$ cat config.mk
export PLATFORM = sky130hd
export DESIGN_NAME = ad2s1210_multi_reader
export DESIGN_NICKNAME = d
export VERILOG_FILES = /design/src/rtl/ad2s1210_multi_reader.sv
export SDC_FILE = /design/constraint.sdc
export NUM_CORES = 1
export LEC_CHECK = 0
export ABC_CLOCK_PERIOD_IN_PS = 2200
export BUFFER_PORTS_ARGS = -buffer_cell sky130_fd_sc_hd__buf_2
export CORE_MARGIN = 2
export CORE_UTILIZATION = 46
export CTS_CLUSTER_DIAMETER = 60
export DETAILED_ROUTE_END_ITERATION = 10
export GPL_TIMING_DRIVEN = 0
export PLACE_DENSITY = 0.78
export SLEW_MARGIN = 25
export SYNTH_ARGS = -nofsm -noshare
export SYNTH_HDL_FRONTEND = slang
export SYNTH_SLANG_ARGS = --single-unit
$ cat constraint.sdc
create_clock -name clock -period 2.2 [get_ports clock]
set_input_delay 0.11 -clock clock [delete_from_list [all_inputs] [get_ports clock]]
set_output_delay 0.11 -clock clock [all_outputs]
set_load 0.05 [all_outputs]
$ cat src/rtl/ad2s1210_multi_reader.sv
// ad2s1210_multi_reader: pulses a shared SAMPLE line, then reads N AD2S1210 resolvers in turn
// over one SPI master, emitting one tagged result beat per channel per pass.
//
// state   | meaning
// IDLE    | waiting for start
// SAMPLE  | SAMPLE pin held low
// SETTLE  | settle delay after SAMPLE rises
// REQUEST | SPI transfer offered for the current channel
// WAIT    | waiting for the SPI completion strobe
// OUTPUT  | result beat offered on data_out
// SWITCH  | settle delay after the position->velocity mode change
module ad2s1210_multi_reader #(
    parameter int N_CHANNELS    = 2,
    parameter int DATA_WIDTH    = 16,
    parameter int TIMEOUT_WIDTH = 16
) (
    input  logic                     clock,
    input  logic                     reset,
    input  logic                     start,
    input  logic [1:0]               read_mode,
    input  logic [7:0]               sample_length,
    input  logic [7:0]               sample_delay,
    input  logic [TIMEOUT_WIDTH-1:0] timeout,
    input  logic [31:0]              spi_data_in,
    input  logic                     spi_data_valid,
    output logic                     spi_transfer_valid,
    input  logic                     spi_transfer_ready,
    output logic [31:0]              spi_transfer_data,
    output logic [2:0]               spi_transfer_dest,
    output logic [1:0]               mode,
    output logic                     sample,
    output logic                     busy,
    output logic [N_CHANNELS-1:0]    fault_flags,
    output logic                     timeout_error,
    output logic                     data_out_valid,
    input  logic                     data_out_ready,
    output logic [31:0]              data_out_data,
    output logic [3:0]               data_out_dest,
    output logic [7:0]               data_out_user,
    output logic                     data_out_last
);

    typedef enum logic [2:0] {
        S_IDLE, S_SAMPLE, S_SETTLE, S_REQUEST, S_WAIT, S_OUTPUT, S_SWITCH
    } state_t;

    localparam logic [2:0] LAST_CH = 3'(N_CHANNELS - 1);

    state_t                   state, state_next;
    logic [2:0]               channel;
    logic [7:0]               delay_cnt;
    logic [TIMEOUT_WIDTH-1:0] wait_cnt;
    logic                     both_passes;
    logic                     vel_pass;
    logic                     last_channel;
    logic                     spi_fire;
    logic                     out_fire;
    logic                     wait_expired;
    logic [DATA_WIDTH-1:0]    raw;
    logic [31:0]              result;
    logic                     unused_payload_lsbs;

    assign vel_pass          = mode[1];
    assign last_channel      = (channel == LAST_CH);
    assign spi_fire          = spi_transfer_valid && spi_transfer_ready;
    assign out_fire          = data_out_valid && data_out_ready;
    assign wait_expired      = (timeout != '0) && (wait_cnt == timeout - TIMEOUT_WIDTH'(1));
    assign spi_transfer_data = 32'h0;
    assign spi_transfer_dest = channel;

    // payload bits below the configured resolution are discarded
    assign raw                 = spi_data_in[31 -: DATA_WIDTH];
    assign unused_payload_lsbs = ^spi_data_in[31-DATA_WIDTH:8];
    assign result = vel_pass ? {{(32-DATA_WIDTH){raw[DATA_WIDTH-1]}}, raw}
                             : {{(32-DATA_WIDTH){1'b0}}, raw};

    always_ff @(posedge clock or negedge reset) begin
        if (!reset) state <= S_IDLE;
        else        state <= state_next;
    end

    always_comb begin
        state_next = state;
        case (state)
            S_IDLE:    if (start) state_next = S_SAMPLE;
            S_SAMPLE:  if (delay_cnt == 8'd0) state_next = S_SETTLE;
            S_SETTLE:  if (delay_cnt == 8'd0) state_next = S_REQUEST;
            S_REQUEST: if (spi_fire) state_next = S_WAIT;
            S_WAIT: begin
                if (spi_data_valid)    state_next = S_OUTPUT;
                else if (wait_expired) state_next = S_IDLE;
            end
            S_OUTPUT: begin
                if (out_fire) begin
                    if (!last_channel)                 state_next = S_REQUEST;
                    else if (both_passes && !vel_pass) state_next = S_SWITCH;
                    else                               state_next = S_IDLE;
                end
            end
            S_SWITCH:  if (delay_cnt == 8'd0) state_next = S_REQUEST;
            default:   state_next = S_IDLE;
        endcase
    end

    always_ff @(posedge clock or negedge reset) begin
        if (!reset) begin
            channel            <= 3'd0;
            delay_cnt          <= 8'd0;
            wait_cnt           <= '0;
            both_passes        <= 1'b0;
            mode               <= 2'b00;
            sample             <= 1'b1;
            busy               <= 1'b0;
            fault_flags        <= '0;
            timeout_error      <= 1'b0;
            spi_transfer_valid <= 1'b0;
            data_out_valid     <= 1'b0;
            data_out_data      <= 32'h0;
            data_out_dest      <= 4'h0;
            data_out_user      <= 8'h0;
            data_out_last      <= 1'b0;
        end else begin
            case (state)
                S_IDLE: begin
                    if (start) begin
                        both_passes <= (read_mode == 2'd2);
                        mode        <= (read_mode == 2'd1) ? 2'b10 : 2'b00;
                        fault_flags <= '0;
                        channel     <= 3'd0;
                        busy        <= 1'b1;
                        sample      <= 1'b0;
                        delay_cnt   <= (sample_length == 8'd0) ? 8'd0 : sample_length - 8'd1;
                    end
                end
                S_SAMPLE: begin
                    if (delay_cnt == 8'd0) begin
                        sample    <= 1'b1;
                        delay_cnt <= sample_delay;
                    end else begin
                        delay_cnt <= delay_cnt - 8'd1;
                    end
                end
                S_SETTLE, S_SWITCH: begin
                    if (delay_cnt == 8'd0) spi_transfer_valid <= 1'b1;
                    else                   delay_cnt <= delay_cnt - 8'd1;
                end
                S_REQUEST: begin
                    if (spi_fire) begin
                        spi_transfer_valid <= 1'b0;
                        wait_cnt           <= '0;
                    end
                end
                S_WAIT: begin
                    if (spi_data_valid) begin
                        data_out_valid <= 1'b1;
                        data_out_data  <= result;
                        data_out_dest  <= {channel, vel_pass};
                        data_out_user  <= spi_data_in[7:0];
                        data_out_last  <= last_channel && (!both_passes || vel_pass);
                        for (int i = 0; i < N_CHANNELS; i++) begin
                            if (channel == 3'(i) && spi_data_in[7:0] != 8'h00)
                                fault_flags[i] <= 1'b1;
                        end
                    end else if (wait_expired) begin
                        timeout_error <= 1'b1;
                        sample        <= 1'b1;
                        busy          <= 1'b0;
                    end else begin
                        wait_cnt <= wait_cnt + TIMEOUT_WIDTH'(1);
                    end
                end
                S_OUTPUT: begin
                    if (out_fire) begin
                        data_out_valid <= 1'b0;
                        if (!last_channel) begin
                            channel            <= channel + 3'd1;
                            spi_transfer_valid <= 1'b1;
                        end else if (both_passes && !vel_pass) begin
                            mode      <= 2'b10;
                            channel   <= 3'd0;
                            delay_cnt <= sample_delay;
                        end else begin
                            busy <= 1'b0;
                        end
                    end
                end
                default: ;
            endcase
        end
    end

endmodule

==> impl_metrics.csv <==
group,metric,value,unit
run_status,status,"finished, violations left",
run_status,violations,"negative setup slack",
detailed_routing,dr.pass1.iters,4,
grt,grtUsageMet1,0.2744,
timing,worstMarginPinSlew,658.2,ps
finish,area_growth,37.16,%
cts,clk_pin_slew,90,ps
timing,fin_crit_sh,1.148,
timing,finClkSkew,9.338,ps
setup_path,path_cells,"xor2_2 > mux2i_1 > o211ai_1 > or3_1 > or4_4 > o21bai_4 > buf_6 > nor2_1 > o22a_1",
grt,grt-busiest-layer,"met2",
setup_path,critical_path_required,2440,ps
setup_path,cp_max_fo,7,
synthesis,ys_ff_latch,69,
die,die_area,10680,sq um
power_and_ir_drop,power_density,1229,nW/um^2
detailed_routing,wirelength,12260,um
grt,grt_pass1_wl,19440,um
setup_path,cp.arrival,2760,ps
grt,grt-ovfl-total,0,
grt,grt_pass1_vias,4257,
grt,grt_usage,0.2288,
min_path,worstHoldEndpoint,"data_out_data[9]",
min_path,whs_path_depth,2,
setup_path,cp-start-kind,"flip-flop",
cts,cts_buffers,9,
setup_path,end_kind,"flip-flop",
setup_path,r2r_end,"wait_cnt[10]",
setup_path,cpMaxStageDelayCell,"or4_4",
timing,slew-limit-headroom,0.5588,
timing,setup_ws,-325.2,ps
grt,grt_max_degree,46,
synthesis,syn_inst,503,
cts,tritoncts,"done",
min_path,hold_class,"input port to flip-flop",
die,dieWidth,103.3,um
cts,clk_path_buf_depth,2,
min_path,hp-start,"spi_data_in[25]",
timing,fin_crit,2525,ps
setup_path,crit_family,"simple AND/OR/NAND/NOR gates",
die,core,9684,sq um
finish,drive_gt1_frac,0.4257,
synthesis,synth_top_area_cell,"dfrtp_1",
synthesis,synth.top_cell.area_share,0.3749,
setup_path,cpPeakStageDelay,460,ps
synthesis,netlist_area,4539,sq um
synthesis,ys_warn_count,0,
timing,holdWs,3.482,ps
detailed_routing,drc_errors,0,
cts,clkSinkCount,69,
cts,htreeDepth,3,
flow_run,max_cap_viol_count,0,
setup_path,crit_type,"flip-flop to flip-flop",
cts,clk_latency,360,ps
timing,fmax,0.3960,GHz
timing,setup_viol,18,
detailed_routing,antenna_left,0,
cts,cts-root-buf,"clkbuf_8",
synthesis,synthTopCellsByCount,"dfrtp_1 (68), buf_4 (48), nor2_1 (43)",
power_and_ir_drop,vdd_drop_max,0.0009846,V
placed_design,place.gp.congestion,0.9042,
synthesis,synth-seq-area-share,0.3807,
power_and_ir_drop,leakagePower,2.973,nW
die,ios,161,
synthesis,ys_types,58,
die,start_util,0.4687,
detailed_routing,via_per_inst,5.199,
setup_path,r2r_slack,-330,ps
finish,nFillCells,828,
setup_path,worstReg2RegStart,"wait_cnt[11]",
finish,layout.nets,780,
finish,diodes,0,
timing,rsz0062_at_grt,"yes",
timing,tns,-4370,ps
synthesis,synth.most_common_cell,"dfrtp_1",
placed_design,portBuffers,118,
synthesis,synth_edf_count,0,
placed_design,post_dp_cell_area,5505,sq um
synthesis,synthFlopType,"dfrtp_1",
timing,slew_viol_final,0,
detailed_routing,drt_iter0_markers,132,
detailed_routing,wl_per_cell,14.59,um
detailed_routing,num_vias,4367,
timing,finalHoldViolations,0,
placed_design,dp_hpwl,8735,um
die,rows,36,
synthesis,synth_async_sr_flop_share,1.000,
die,die_y,103.3,um
finish,final_area,6226,sq um
synthesis,synth_area_leaders,"dfrtp_1 (37%), buf_4 (7.9%), mux2_2 (7.4%), o21ai_0 (3.9%), nor2_1 (3.6%)",
setup_path,r2r_cells,9,
setup_path,worst-path-buf-inv,1,
grt,grt_util_met3,0.03562,
synthesis,syn_area_per_cell,9.025,sq um
grt,use_met2,0.4194,
grt,antenna_found_initial,0,
[state kept, by name (all words and copies together) (netlist names), 2 cells and up]
name and flops:
fault_flags 2, spi_transfer_dest 3, wait_cnt 16, delay_cnt 8, state 3, data_out_dest 4
data_out_data 17, data_out_user 8
[layout make-up]
type | instances | area [sq um] | share of cell area
buffer | 59 | 436.7 | 0.07014
clock buffer | 9 | 123.9 | 0.01990
clock inverter | 7 | 62.56 | 0.01005
inverter | 15 | 56.30 | 0.009043
multi-input combinational | 389 | 2679 | 0.4303
sequential | 69 | 1737 | 0.2789
tap | 133 | 166.4 | 0.02673
timing repair buffer | 159 | 964.7 | 0.1549
[timing repair]
item                                   4_1_cts  5_1_grt
setup endpoints to repair                   48       45
endpoints found under the hold margin       37        0
cloned                                       1        0
gates resized for setup                     21       48
pin swaps                                   12       14
setup buffers                               12       13
hold buffers                                14        0
[worst max path at each step]
stage                      start      endpoint  slack [ps]  cells after the start
detailed placement    timeout[6]   wait_cnt[3]        -840                     10
CTS                  wait_cnt[3]  wait_cnt[10]        -270                      9
global route        wait_cnt[11]          busy        -430                      8
global placement      timeout[6]          busy        -860                      9
finish              wait_cnt[11]  wait_cnt[10]        -330                      9
floorplan             timeout[4]   wait_cnt[3]        -480                     10
[power breakdown]
| group | switching (mW) | internal [mW] | total, mW |
|---|---|---|---|
| Sequential | 0.488 | 1.76 | 2.25 |
| Clock | 0.544 | 0.432 | 0.976 |
| Combinational | 2.87 | 1.55 | 4.43 |
| Total | 3.90 | 3.74 | 7.65 |
[kinds of logic after synthesis]
kind of cell	share of synthesized area
simple gates	0.1998
other cells	0.0008261
xor+xnor	0.04438
mux	0.09206
compound gates	0.1590
fa+ha+maj	0.01654
flops	0.3807
buf+inv	0.1067
[worst register-to-register path: cells and delay by family (launching register included)]
kind	cells	cell delay [ps]
compound gates	3	550
xor+xnor	1	180
buf+inv	1	160
flops	1	440
mux	1	200
simple gates	3	880
[metrics by stage]
stage	setup WS [ps]	cells	utilization	power (mW)
floorplan	-484.1	535	-	5.175
global placement	-863.5	786	0.5662	5.975
detailed placement	-843.7	787	0.5685	6.129
CTS	-274.9	829	0.6172	7.257
global route	-430.4	840	0.6429	8.126
finish	-325.2	840	0.6429	7.649
[metal layers]
| metal | routed length [um] | share of wire | vias to the layer above |
|---|---|---|---|
| li1 | - | - | 2130 |
| met1 | 4916 | 0.40 | 2079 |
| met2 | 6523 | 0.53 | 138 |
| met3 | 625 | 0.051 | 20 |
| met4 | 192 | 0.016 | 0 |
| met5 | 0 | 0 | - |
[cells in the final DEF (no fill, tap or decap), types with 5 or more instances in the layout]
cell type,instances
mux2i_1,8
o22ai_1,5
a21oi_1,21
nor3_1,11
nor2_1,38
xnor2_1,16
dlygate4sd3_1,14
dfrtp_2,7
o31ai_1,6
nand2b_1,7
ha_1,5
dfrtp_1,61
mux2_2,29
nand2_1,42
nand3_1,13
nand4_1,5
inv_1,13
buf_2,115
conb_1,33
nor2b_1,8
clkbuf_8,9
o21ai_0,28
or3_1,8
o21ai_1,5
a31oi_1,8
buf_4,75
nor4_1,7
No activity file was read; power rests on OpenSTA's default activity.
